[src/rtl/peridot_pkt_pkg.sv]
// peridot_pkt_pkg
// Shared constants, state types and helpers for the PERIDOT MM packetizer.
// Stream framing bytes (SOP/EOP/channel/escape), transaction codes, the
// controller state enum, the transmit sub-step enum and the packet body
// byte generator.
package peridot_pkt_pkg;

    localparam logic [7:0] SOP     = 8'h7a;
    localparam logic [7:0] EOP     = 8'h7b;
    localparam logic [7:0] CHAN    = 8'h7c;
    localparam logic [7:0] ESC     = 8'h7d;
    localparam logic [7:0] ESC_XOR = 8'h20;

    localparam logic [7:0] WR_INC  = 8'h04;
    localparam logic [7:0] RD_INC  = 8'h14;
    localparam logic [7:0] WR_RESP = 8'h84;

    typedef enum logic [2:0] {
        ST_IDLE,
        ST_TX,
        ST_RX_HUNT,
        ST_RX,
        ST_DONE
    } state_t;

    // What the byte currently presented on the output stream represents.
    typedef enum logic [1:0] {
        TS_SOP,
        TS_BODY,
        TS_ESC,
        TS_EOPM
    } tx_step_t;

    // Framing codes must never appear raw inside a packet body.
    function automatic logic needs_esc(input logic [7:0] b);
        return (b >= SOP) && (b <= ESC);
    endfunction

    // Body byte k of a single-word transaction packet (header, big-endian
    // byte address, little-endian write data).
    function automatic logic [7:0] body_byte(input logic [3:0] k, input logic wr,
                                             input logic [31:0] a, input logic [31:0] d);
        logic [7:0] b;
        case (k)
            4'd0:    b = wr ? WR_INC : RD_INC;
            4'd3:    b = 8'h04;
            4'd4:    b = a[31:24];
            4'd5:    b = a[23:16];
            4'd6:    b = a[15:8];
            4'd7:    b = a[7:0];
            4'd8:    b = d[7:0];
            4'd9:    b = d[15:8];
            4'd10:   b = d[23:16];
            4'd11:   b = d[31:24];
            default: b = 8'h00;
        endcase
        return b;
    endfunction

endpackage

[src/rtl/peridot_pkt_unstuff.sv]
// peridot_pkt_unstuff
// Removes byte stuffing and framing from the inbound response stream.
// Ports:
//   clk       clock
//   i_rst_n   synchronous active-low reset
//   i_enable  stream acceptance enable (the parent's in_ready); low clears state
//   i_valid   inbound byte valid
//   i_data    inbound byte
//   o_valid   a payload byte was accepted this cycle
//   o_data    unescaped payload byte
//   o_sop     a start-of-packet code was accepted this cycle
//   o_last    the payload byte is the final byte of the packet
module peridot_pkt_unstuff
    import peridot_pkt_pkg::*;
(
    input  logic       clk,
    input  logic       i_rst_n,
    input  logic       i_enable,
    input  logic       i_valid,
    input  logic [7:0] i_data,
    output logic       o_valid,
    output logic [7:0] o_data,
    output logic       o_sop,
    output logic       o_last
);

    logic r_esc;
    logic r_eop;
    logic r_chan;
    logic w_acc;

    assign w_acc = i_enable && i_valid;

    always_comb begin
        o_valid = 1'b0;
        o_sop   = 1'b0;
        o_last  = 1'b0;
        o_data  = i_data;
        if (w_acc) begin
            if (r_chan) begin
                // channel number byte: dropped whatever its value
                o_valid = 1'b0;
            end else if (r_esc) begin
                o_valid = 1'b1;
                o_data  = i_data ^ ESC_XOR;
                o_last  = r_eop;
            end else begin
                case (i_data)
                    SOP:            o_sop = 1'b1;
                    EOP, CHAN, ESC: o_valid = 1'b0;
                    default: begin
                        o_valid = 1'b1;
                        o_last  = r_eop;
                    end
                endcase
            end
        end
    end

    always_ff @(posedge clk) begin
        if (!i_rst_n || !i_enable) begin
            r_esc  <= 1'b0;
            r_eop  <= 1'b0;
            r_chan <= 1'b0;
        end else if (w_acc) begin
            if (r_chan) begin
                r_chan <= 1'b0;
            end else if (r_esc) begin
                r_esc <= 1'b0;
                r_eop <= 1'b0;
            end else begin
                case (i_data)
                    SOP:     r_eop  <= 1'b0;
                    EOP:     r_eop  <= 1'b1;
                    CHAN:    r_chan <= 1'b1;
                    ESC:     r_esc  <= 1'b1;
                    default: r_eop  <= 1'b0;
                endcase
            end
        end
    end

endmodule

[src/rtl/peridot_mm_packetizer.sv]
// peridot_mm_packetizer
// Avalon-MM slave that turns each single-word read/write into a framed,
// byte-stuffed transaction packet and waits for the matching response packet.
// Optional response timeout: define PERIDOT_PACKETIZER_TIMEOUT_EN.
// Ports:
//   csi_clk, rsi_reset_n          clock, synchronous active-low reset
//   avs_address/read/write/...    Avalon-MM slave (waitrequest held until done)
//   out_ready/out_valid/out_data  outbound byte stream toward the PHY
//   in_ready/in_valid/in_data     inbound response byte stream
//   coe_error                     sticky protocol/timeout error
module peridot_mm_packetizer
    import peridot_pkt_pkg::*;
#(
    parameter int ADDR_WIDTH    = 30,
    parameter int TIMEOUT_CYCLE = 1000000
) (
    input  logic                  csi_clk,
    input  logic                  rsi_reset_n,
    input  logic [ADDR_WIDTH-1:0] avs_address,
    input  logic                  avs_read,
    input  logic                  avs_write,
    input  logic [31:0]           avs_writedata,
    output logic [31:0]           avs_readdata,
    output logic                  avs_waitrequest,
    input  logic                  out_ready,
    output logic                  out_valid,
    output logic [7:0]            out_data,
    output logic                  in_ready,
    input  logic                  in_valid,
    input  logic [7:0]            in_data,
    output logic                  coe_error
);

    state_t      r_state;
    tx_step_t    r_step;
    logic        r_is_write;
    logic [31:0] r_addr;
    logic [31:0] r_data;
    logic [3:0]  r_idx;
    logic        r_out_valid;
    logic [7:0]  r_out_data;
    logic        r_in_ready;
    logic [31:0] r_readdata;
    logic [31:0] r_rbuf;
    logic [2:0]  r_cnt;
    logic        r_resp_bad;
    logic        r_error;

    logic [31:0] w_byte_addr;
    logic [3:0]  w_last_idx;
    logic [7:0]  w_cur;
    logic [7:0]  w_nxt;
    logic [7:0]  w_pres;
    logic        w_xfer;
    logic        w_u_valid;
    logic [7:0]  w_u_byte;
    logic        w_u_sop;
    logic        w_u_last;
    logic [7:0]  w_exp;
    logic        w_bad_now;
    logic [31:0] w_rbuf_new;
    logic        w_tmo_hit;

    assign w_byte_addr = 32'({avs_address, 2'b00});
    assign w_last_idx  = r_is_write ? 4'd11 : 4'd7;
    assign w_cur       = body_byte(r_idx, r_is_write, r_addr, r_data);
    assign w_nxt       = body_byte(r_idx + 4'd1, r_is_write, r_addr, r_data);
    // After a plain body byte the next body byte follows; after SOP or the
    // EOP marker the byte at the current index is presented.
    assign w_pres      = (r_step == TS_BODY) ? w_nxt : w_cur;
    assign w_xfer      = r_out_valid && out_ready;

    assign avs_waitrequest = (r_state != ST_DONE);
    assign avs_readdata    = r_readdata;
    assign out_valid       = r_out_valid;
    assign out_data        = r_out_data;
    assign in_ready        = r_in_ready;
    assign coe_error       = r_error;

    peridot_pkt_unstuff u_unstuff (
        .clk      (csi_clk),
        .i_rst_n  (rsi_reset_n),
        .i_enable (r_in_ready),
        .i_valid  (in_valid),
        .i_data   (in_data),
        .o_valid  (w_u_valid),
        .o_data   (w_u_byte),
        .o_sop    (w_u_sop),
        .o_last   (w_u_last)
    );

    always_comb begin
        case (r_cnt)
            3'd0:    w_exp = WR_RESP;
            3'd3:    w_exp = 8'h04;
            default: w_exp = 8'h00;
        endcase
        w_rbuf_new = r_rbuf;
        case (r_cnt)
            3'd0:    w_rbuf_new[7:0]   = w_u_byte;
            3'd1:    w_rbuf_new[15:8]  = w_u_byte;
            3'd2:    w_rbuf_new[23:16] = w_u_byte;
            3'd3:    w_rbuf_new[31:24] = w_u_byte;
            default: w_rbuf_new        = r_rbuf;
        endcase
    end

    assign w_bad_now = r_resp_bad || (r_is_write && (r_cnt < 3'd4) && (w_u_byte != w_exp));

`ifdef PERIDOT_PACKETIZER_TIMEOUT_EN
    localparam int TMO_W = $clog2(TIMEOUT_CYCLE + 1);
    logic [TMO_W-1:0] r_tmo;

    // in_ready is high exactly while hunting for or receiving a response.
    always_ff @(posedge csi_clk) begin
        if (!rsi_reset_n || !r_in_ready || in_valid)
            r_tmo <= '0;
        else
            r_tmo <= r_tmo + 1'b1;
    end

    assign w_tmo_hit = r_in_ready && !in_valid && (r_tmo == TMO_W'(TIMEOUT_CYCLE - 1));
`else
    logic w_unused_tmo;
    assign w_unused_tmo = (TIMEOUT_CYCLE == 0);
    assign w_tmo_hit    = 1'b0;
`endif

    always_ff @(posedge csi_clk) begin
        if (!rsi_reset_n) begin
            r_state     <= ST_IDLE;
            r_step      <= TS_SOP;
            r_is_write  <= 1'b0;
            r_addr      <= '0;
            r_data      <= '0;
            r_idx       <= '0;
            r_out_valid <= 1'b0;
            r_out_data  <= '0;
            r_in_ready  <= 1'b0;
            r_readdata  <= '0;
            r_rbuf      <= '0;
            r_cnt       <= '0;
            r_resp_bad  <= 1'b0;
            r_error     <= 1'b0;
        end else begin
            case (r_state)
                ST_IDLE: begin
                    if (avs_read || avs_write) begin
                        r_is_write  <= avs_write;
                        r_addr      <= w_byte_addr;
                        r_data      <= avs_writedata;
                        r_idx       <= '0;
                        r_step      <= TS_SOP;
                        r_out_valid <= 1'b1;
                        r_out_data  <= SOP;
                        r_state     <= ST_TX;
                    end
                end
                ST_TX: begin
                    if (w_xfer) begin
                        if (r_step == TS_ESC) begin
                            r_out_data <= w_cur ^ ESC_XOR;
                            r_step     <= TS_BODY;
                        end else if (r_step == TS_BODY && r_idx == w_last_idx) begin
                            r_out_valid <= 1'b0;
                            r_in_ready  <= 1'b1;
                            r_cnt       <= '0;
                            r_rbuf      <= '0;
                            r_resp_bad  <= 1'b0;
                            r_state     <= ST_RX_HUNT;
                        end else if (r_step == TS_BODY && r_idx + 4'd1 == w_last_idx) begin
                            r_idx      <= r_idx + 4'd1;
                            r_out_data <= EOP;
                            r_step     <= TS_EOPM;
                        end else begin
                            if (r_step == TS_BODY)
                                r_idx <= r_idx + 4'd1;
                            r_out_data <= needs_esc(w_pres) ? ESC : w_pres;
                            r_step     <= needs_esc(w_pres) ? TS_ESC : TS_BODY;
                        end
                    end
                end
                ST_RX_HUNT, ST_RX: begin
                    if (w_u_sop) begin
                        r_cnt      <= '0;
                        r_rbuf     <= '0;
                        r_resp_bad <= 1'b0;
                        r_state    <= ST_RX;
                    end else if (w_u_valid && r_state == ST_RX) begin
                        if (r_cnt < 3'd4) begin
                            r_rbuf     <= w_rbuf_new;
                            r_cnt      <= r_cnt + 3'd1;
                            r_resp_bad <= w_bad_now;
                        end else begin
                            r_error <= 1'b1;
                        end
                        if (w_u_last) begin
                            r_in_ready <= 1'b0;
                            r_state    <= ST_DONE;
                            if (!r_is_write)
                                r_readdata <= w_rbuf_new;
                            if (r_cnt != 3'd3 || w_bad_now)
                                r_error <= 1'b1;
                        end
                    end
                    if (w_tmo_hit) begin
                        r_in_ready <= 1'b0;
                        r_readdata <= 32'hFFFF_FFFF;
                        r_error    <= 1'b1;
                        r_state    <= ST_DONE;
                    end
                end
                ST_DONE: r_state <= ST_IDLE;
                default: r_state <= ST_IDLE;
            endcase
        end
    end

endmodule
[config.mk]
export PLATFORM = sky130hd
export DESIGN_NAME = peridot_mm_packetizer
export DESIGN_NICKNAME = d
export VERILOG_FILES = /design/src/rtl/peridot_pkt_pkg.sv /design/src/rtl/peridot_pkt_unstuff.sv /design/src/rtl/peridot_mm_packetizer.sv
export SDC_FILE = /design/constraint.sdc
export NUM_CORES = 1
export LEC_CHECK = 0
export ABC_AREA = 1
export ABC_CLOCK_PERIOD_IN_PS = 2400
export BUFFER_PORTS_ARGS = -buffer_cell sky130_fd_sc_hd__buf_2
export CORE_UTILIZATION = 47
export DETAILED_ROUTE_END_ITERATION = 10
export HOLD_SLACK_MARGIN = 0.08
export PLACE_DENSITY = 0.74
export SLEW_MARGIN = 20
export SYNTH_ARGS = -nofsm -noshare
export SYNTH_HDL_FRONTEND = slang
export SYNTH_SLANG_ARGS = --single-unit
export TNS_END_PERCENT = 30
[constraint.sdc]
create_clock -name csi_clk -period 2.4 [get_ports csi_clk]
set_input_delay 0.24 -clock csi_clk [delete_from_list [all_inputs] [get_ports csi_clk]]
set_output_delay 0.24 -clock csi_clk [all_outputs]
set_load 0.01 [all_outputs]
==> impl_metrics.env <==
export IMPL_status="complete, no violations"
export IMPL_end_kind="register"
export IMPL_hold_end="r_addr[22]$_SDFFE_PN0P_"
export IMPL_p_comb_share_pct=41.6
export IMPL_period_share_pct=96.5
export IMPL_io_pins=120
export IMPL_num_vias=7999
export IMPL_final_setup_tns_ps=0
export IMPL_synth_area_leaders="dfxtp_1 39%, a21oi_1 10%, o21ai_0 7.9%"
export IMPL_seqPwrFrac_pct=33.9
export IMPL_tightest_slew_ps=563
export IMPL_placement_io_buffers=119
export IMPL_yosysWarnings=0
export IMPL_regArea_um2=3090
export IMPL_postSynthCellCount=1108
export IMPL_startpoint_type="register"
export IMPL_slew_headroom_pct=62.4
export IMPL_whs_path_depth=3
export IMPL_stdcell_count=1470
export IMPL_ir_worst_vdd_v=0.000675
export IMPL_r2r_slack_ps=90
export IMPL_viasPerCell=5.44
export IMPL_ys_seq_area_share_pct=39.3
export IMPL_max_freq_mhz=432
export IMPL_p_sw_mw=4.84
export IMPL_antenna_found_initial=0
export IMPL_yosysUniqueCellTypes=51
export IMPL_grt_util_all_layers_pct=27.9
export IMPL_critPathKind="register to register"
export IMPL_crit_fanout=12
export IMPL_cts_root_buf="clkbuf_16"
export IMPL_core_area_um2=16100
export IMPL_syn_area_um2=7840
export IMPL_clk_pin_slew_ps=70
export IMPL_skew_ps=11.4
export IMPL_r2r_cells=17
export IMPL_hold_viol_final=0
export IMPL_p_clk_share_pct=24.5
export IMPL_clkLatencyLatePin_ps=430
export IMPL_async_flop_share_pct=0
export IMPL_grt_pass1_wl_um=38400
export IMPL_multiInputGateArea_um2=3870
export IMPL_internal_power_mw=6.47
export IMPL_synth_nets=1195
export IMPL_postRouteAntennaNets=0
export IMPL_dieArea_um2=17200
export IMPL_hp_start="avs_address[20]"
export IMPL_rows=46
export IMPL_total_power_mw=11.3
export IMPL_n_antenna_cell=0
export IMPL_p_leak_nw=4.14
export IMPL_remaining_drc_errors=0
export IMPL_rr_startpoint="r_idx[0]$_SDFFE_PN0P_"
export IMPL_wl_per_cell_um=16.2
export IMPL_fillers=1520
export IMPL_cp_required_ps=2680
export IMPL_ys_ff_latch=154
export IMPL_slew_violations=0
export IMPL_hp_class="input port to register"
export IMPL_fin_nets=1328
export IMPL_htreeDepth=4
export IMPL_cts_buffer_depth=2
export IMPL_synth_top_area_share_pct=39.3
export IMPL_p_per_area_nw_per_um2=1190
export IMPL_overflow=0
export IMPL_first_pass_iters=5
export IMPL_grt_pass1_vias=7692
export IMPL_rsz0062_at_grt="yes"
export IMPL_drt_iter0_markers=619
export IMPL_start_util_pct=48.8
export IMPL_r2r_end="out_data[0]$_SDFFE_PN0P_"
export IMPL_die_w_um=131
export IMPL_yosysTopAreaCell="dfxtp_1"
export IMPL_dp_hpwl_um=17200
export IMPL_hold_slack_ps=91.7
export IMPL_worstPathArrival_ps=2590
export IMPL_cts_buffers=17
export IMPL_gp_congestion=0.964
export IMPL_synth_edf_count=0
export IMPL_period_needed_ps=2310
export IMPL_routed_wirelength_um=23800
export IMPL_drv_cap=0
export IMPL_cts_tree="built"
export IMPL_synth_main_ff_cell="dfxtp_1"
export IMPL_drive_above_1_share_pct=21.8
export IMPL_syn_avg_cell_area_um2=7.07
export IMPL_cts_sinks=154
export IMPL_die_h_um=131
export IMPL_setup_viol=0
export IMPL_area_growth_pct=21.7
export IMPL_dpl_cell_count=1432
export IMPL_grt_start_max_net_pins=69
export IMPL_p_sw_share_pct=42.8
[cells in the final DEF, fill, tap and decap left out, types with 4 or more instances in the layout]
cell / instances
o21ai_0: 116
nor3_1: 5
o21ai_1: 15
nand2_2: 9
inv_2: 11
buf_6: 4
buf_4: 43
nand4_1: 17
clkbuf_16: 17
buf_2: 119
o22ai_1: 26
a211oi_1: 6
nand3_1: 76
dfxtp_1: 149
inv_1: 142
nor2_4: 6
nand2_4: 4
dlygate4sd3_1: 4
inv_6: 5
dfxtp_2: 4
nor2_1: 72
nor2_2: 13
ha_1: 8
o211a_1: 9
nand2_1: 158
a21oi_1: 158
[state kept, by name (all words and copies together) (netlist names)]
| name | count |
|---|---|
| r_state | 3 |
| r_rbuf | 32 |
| r_resp_bad | 1 |
| coe_error | 1 |
| u_unstuff.r_eop | 1 |
| out_data | 8 |
| avs_readdata | 32 |
| r_is_write | 1 |
| r_cnt | 3 |
| r_idx | 4 |
| r_addr | 30 |
| u_unstuff.r_chan | 1 |
| r_step | 2 |
| r_data | 32 |
| in_ready | 1 |
| out_valid | 1 |
| u_unstuff.r_esc | 1 |
[through the flow]
step,util [%],setup slack (ps),instance area [µm²]
after global placement,54.6,-85.2,8760
final,59.4,85.0,9540
after floorplan,-,203,7840
after global routing,59.4,-42.1,9540
after CTS,58.6,9.26,9420
after detailed placement,54.6,-69.4,8760
[final cells by class]
class	count	share of cell area (%)
multi-input cells	736	40.6
flip-flops and latches	154	32.4
repair buffers	174	11.3
inverters	158	6.38
clock buffers	17	4.46
well taps	216	2.83
clock inverters	15	1.97
[power by group through the flow]
stage               combinational, mW  sequential [mW]  clock, mW
floorplan                        3.13             3.70          0
global placement                 4.41             3.84          0
detailed placement               4.46             3.84          0
CTS                              4.50             3.80       2.80
global route                     5.21             3.89       2.92
finish                           4.71             3.83       2.77
[how the worst max path moves through the flow]
stage                          startpoint                        to  slack (ps)  cells after the start
floorplan           r_idx[1]$_SDFFE_PN0P_  out_data[2]$_SDFFE_PN0P_         200                     20
global placement    r_idx[1]$_SDFFE_PN0P_  out_data[0]$_SDFFE_PN0P_         -90                     13
detailed placement  r_idx[1]$_SDFFE_PN0P_  out_data[0]$_SDFFE_PN0P_         -70                     13
CTS                 r_idx[1]$_SDFFE_PN0P_  out_data[0]$_SDFFE_PN0P_           9                     17
global route        r_idx[0]$_SDFFE_PN0P_  out_data[2]$_SDFFE_PN0P_         -40                     19
finish              r_idx[0]$_SDFFE_PN0P_  out_data[0]$_SDFFE_PN0P_          90                     17
[per-layer routing]
| layer | wire length, µm | track usage, % | part of all wire [%] | up-vias |
|---|---|---|---|---|
| li1 | - | - | - | 3970 |
| met1 | 10300 | 35.6 | 43 | 3660 |
| met2 | 11100 | 45.8 | 46 | 322 |
| met3 | 1790 | 6.17 | 7.5 | 47 |
| met4 | 701 | 10.9 | 2.9 | 0 |
| met5 | 0 | 0 | 0 | - |
[Yosys cell counts (2+ instances only)]
master / number
o31ai_1: 3
inv_2: 13
clkbuf_8: 4
o21ai_1: 7
buf_4: 5
nand4_1: 17
a21oi_1: 159
nor2_1: 80
nand3_4: 2
o21ai_0: 124
a21oi_2: 2
nor2_2: 6
nor2_8: 2
a211oi_1: 6
nand2_1: 161
buf_6: 3
buf_1: 2
a31oi_1: 3
nand3_1: 76
nor2_4: 4
buf_2: 11
nand2_4: 2
dfxtp_1: 154
clkbuf_1: 33
nand2_2: 8
o22ai_1: 26
o211a_1: 9
inv_1: 143
o211ai_1: 3
o2111ai_1: 2
nor3_1: 6
nand3_2: 3
ha_1: 11
[critical path, cell delays in order, from the launching register on]
cell     delay, ps
dfxtp_4        360
ha_2           200
inv_2           50
nand2_1         70
nand2_4        110
inv_8           70
nor2_8         150
nand2_1        120
o21ai_1        220
nor2_1          80
nand2_1        100
nand2_1         60
nand2_1         90
nor2_2          50
nand3_2        100
nand2_1         70
o21ai_0        180
a21oi_1         90
[what timing repair did]
item | CTS | global route
resized for setup | 3 | 44
gates cloned | 0 | 1
pin swaps | 0 | 6
setup endpoints to repair | 2 | 84
hold endpoints to repair | 4 | 0
buffers inserted | 0 | 1
hold buffers | 4 | 0
[cell families after synthesis]
| group | synth area share (%) |
|---|---|
| simple gates | 22.0 |
| compound gates | 24.6 |
| buf+inv | 12.1 |
| flops | 39.3 |
| fa+ha+maj | 1.76 |
| xor+xnor | 0.224 |
Note: power is estimated with default switching activity, not from simulation.
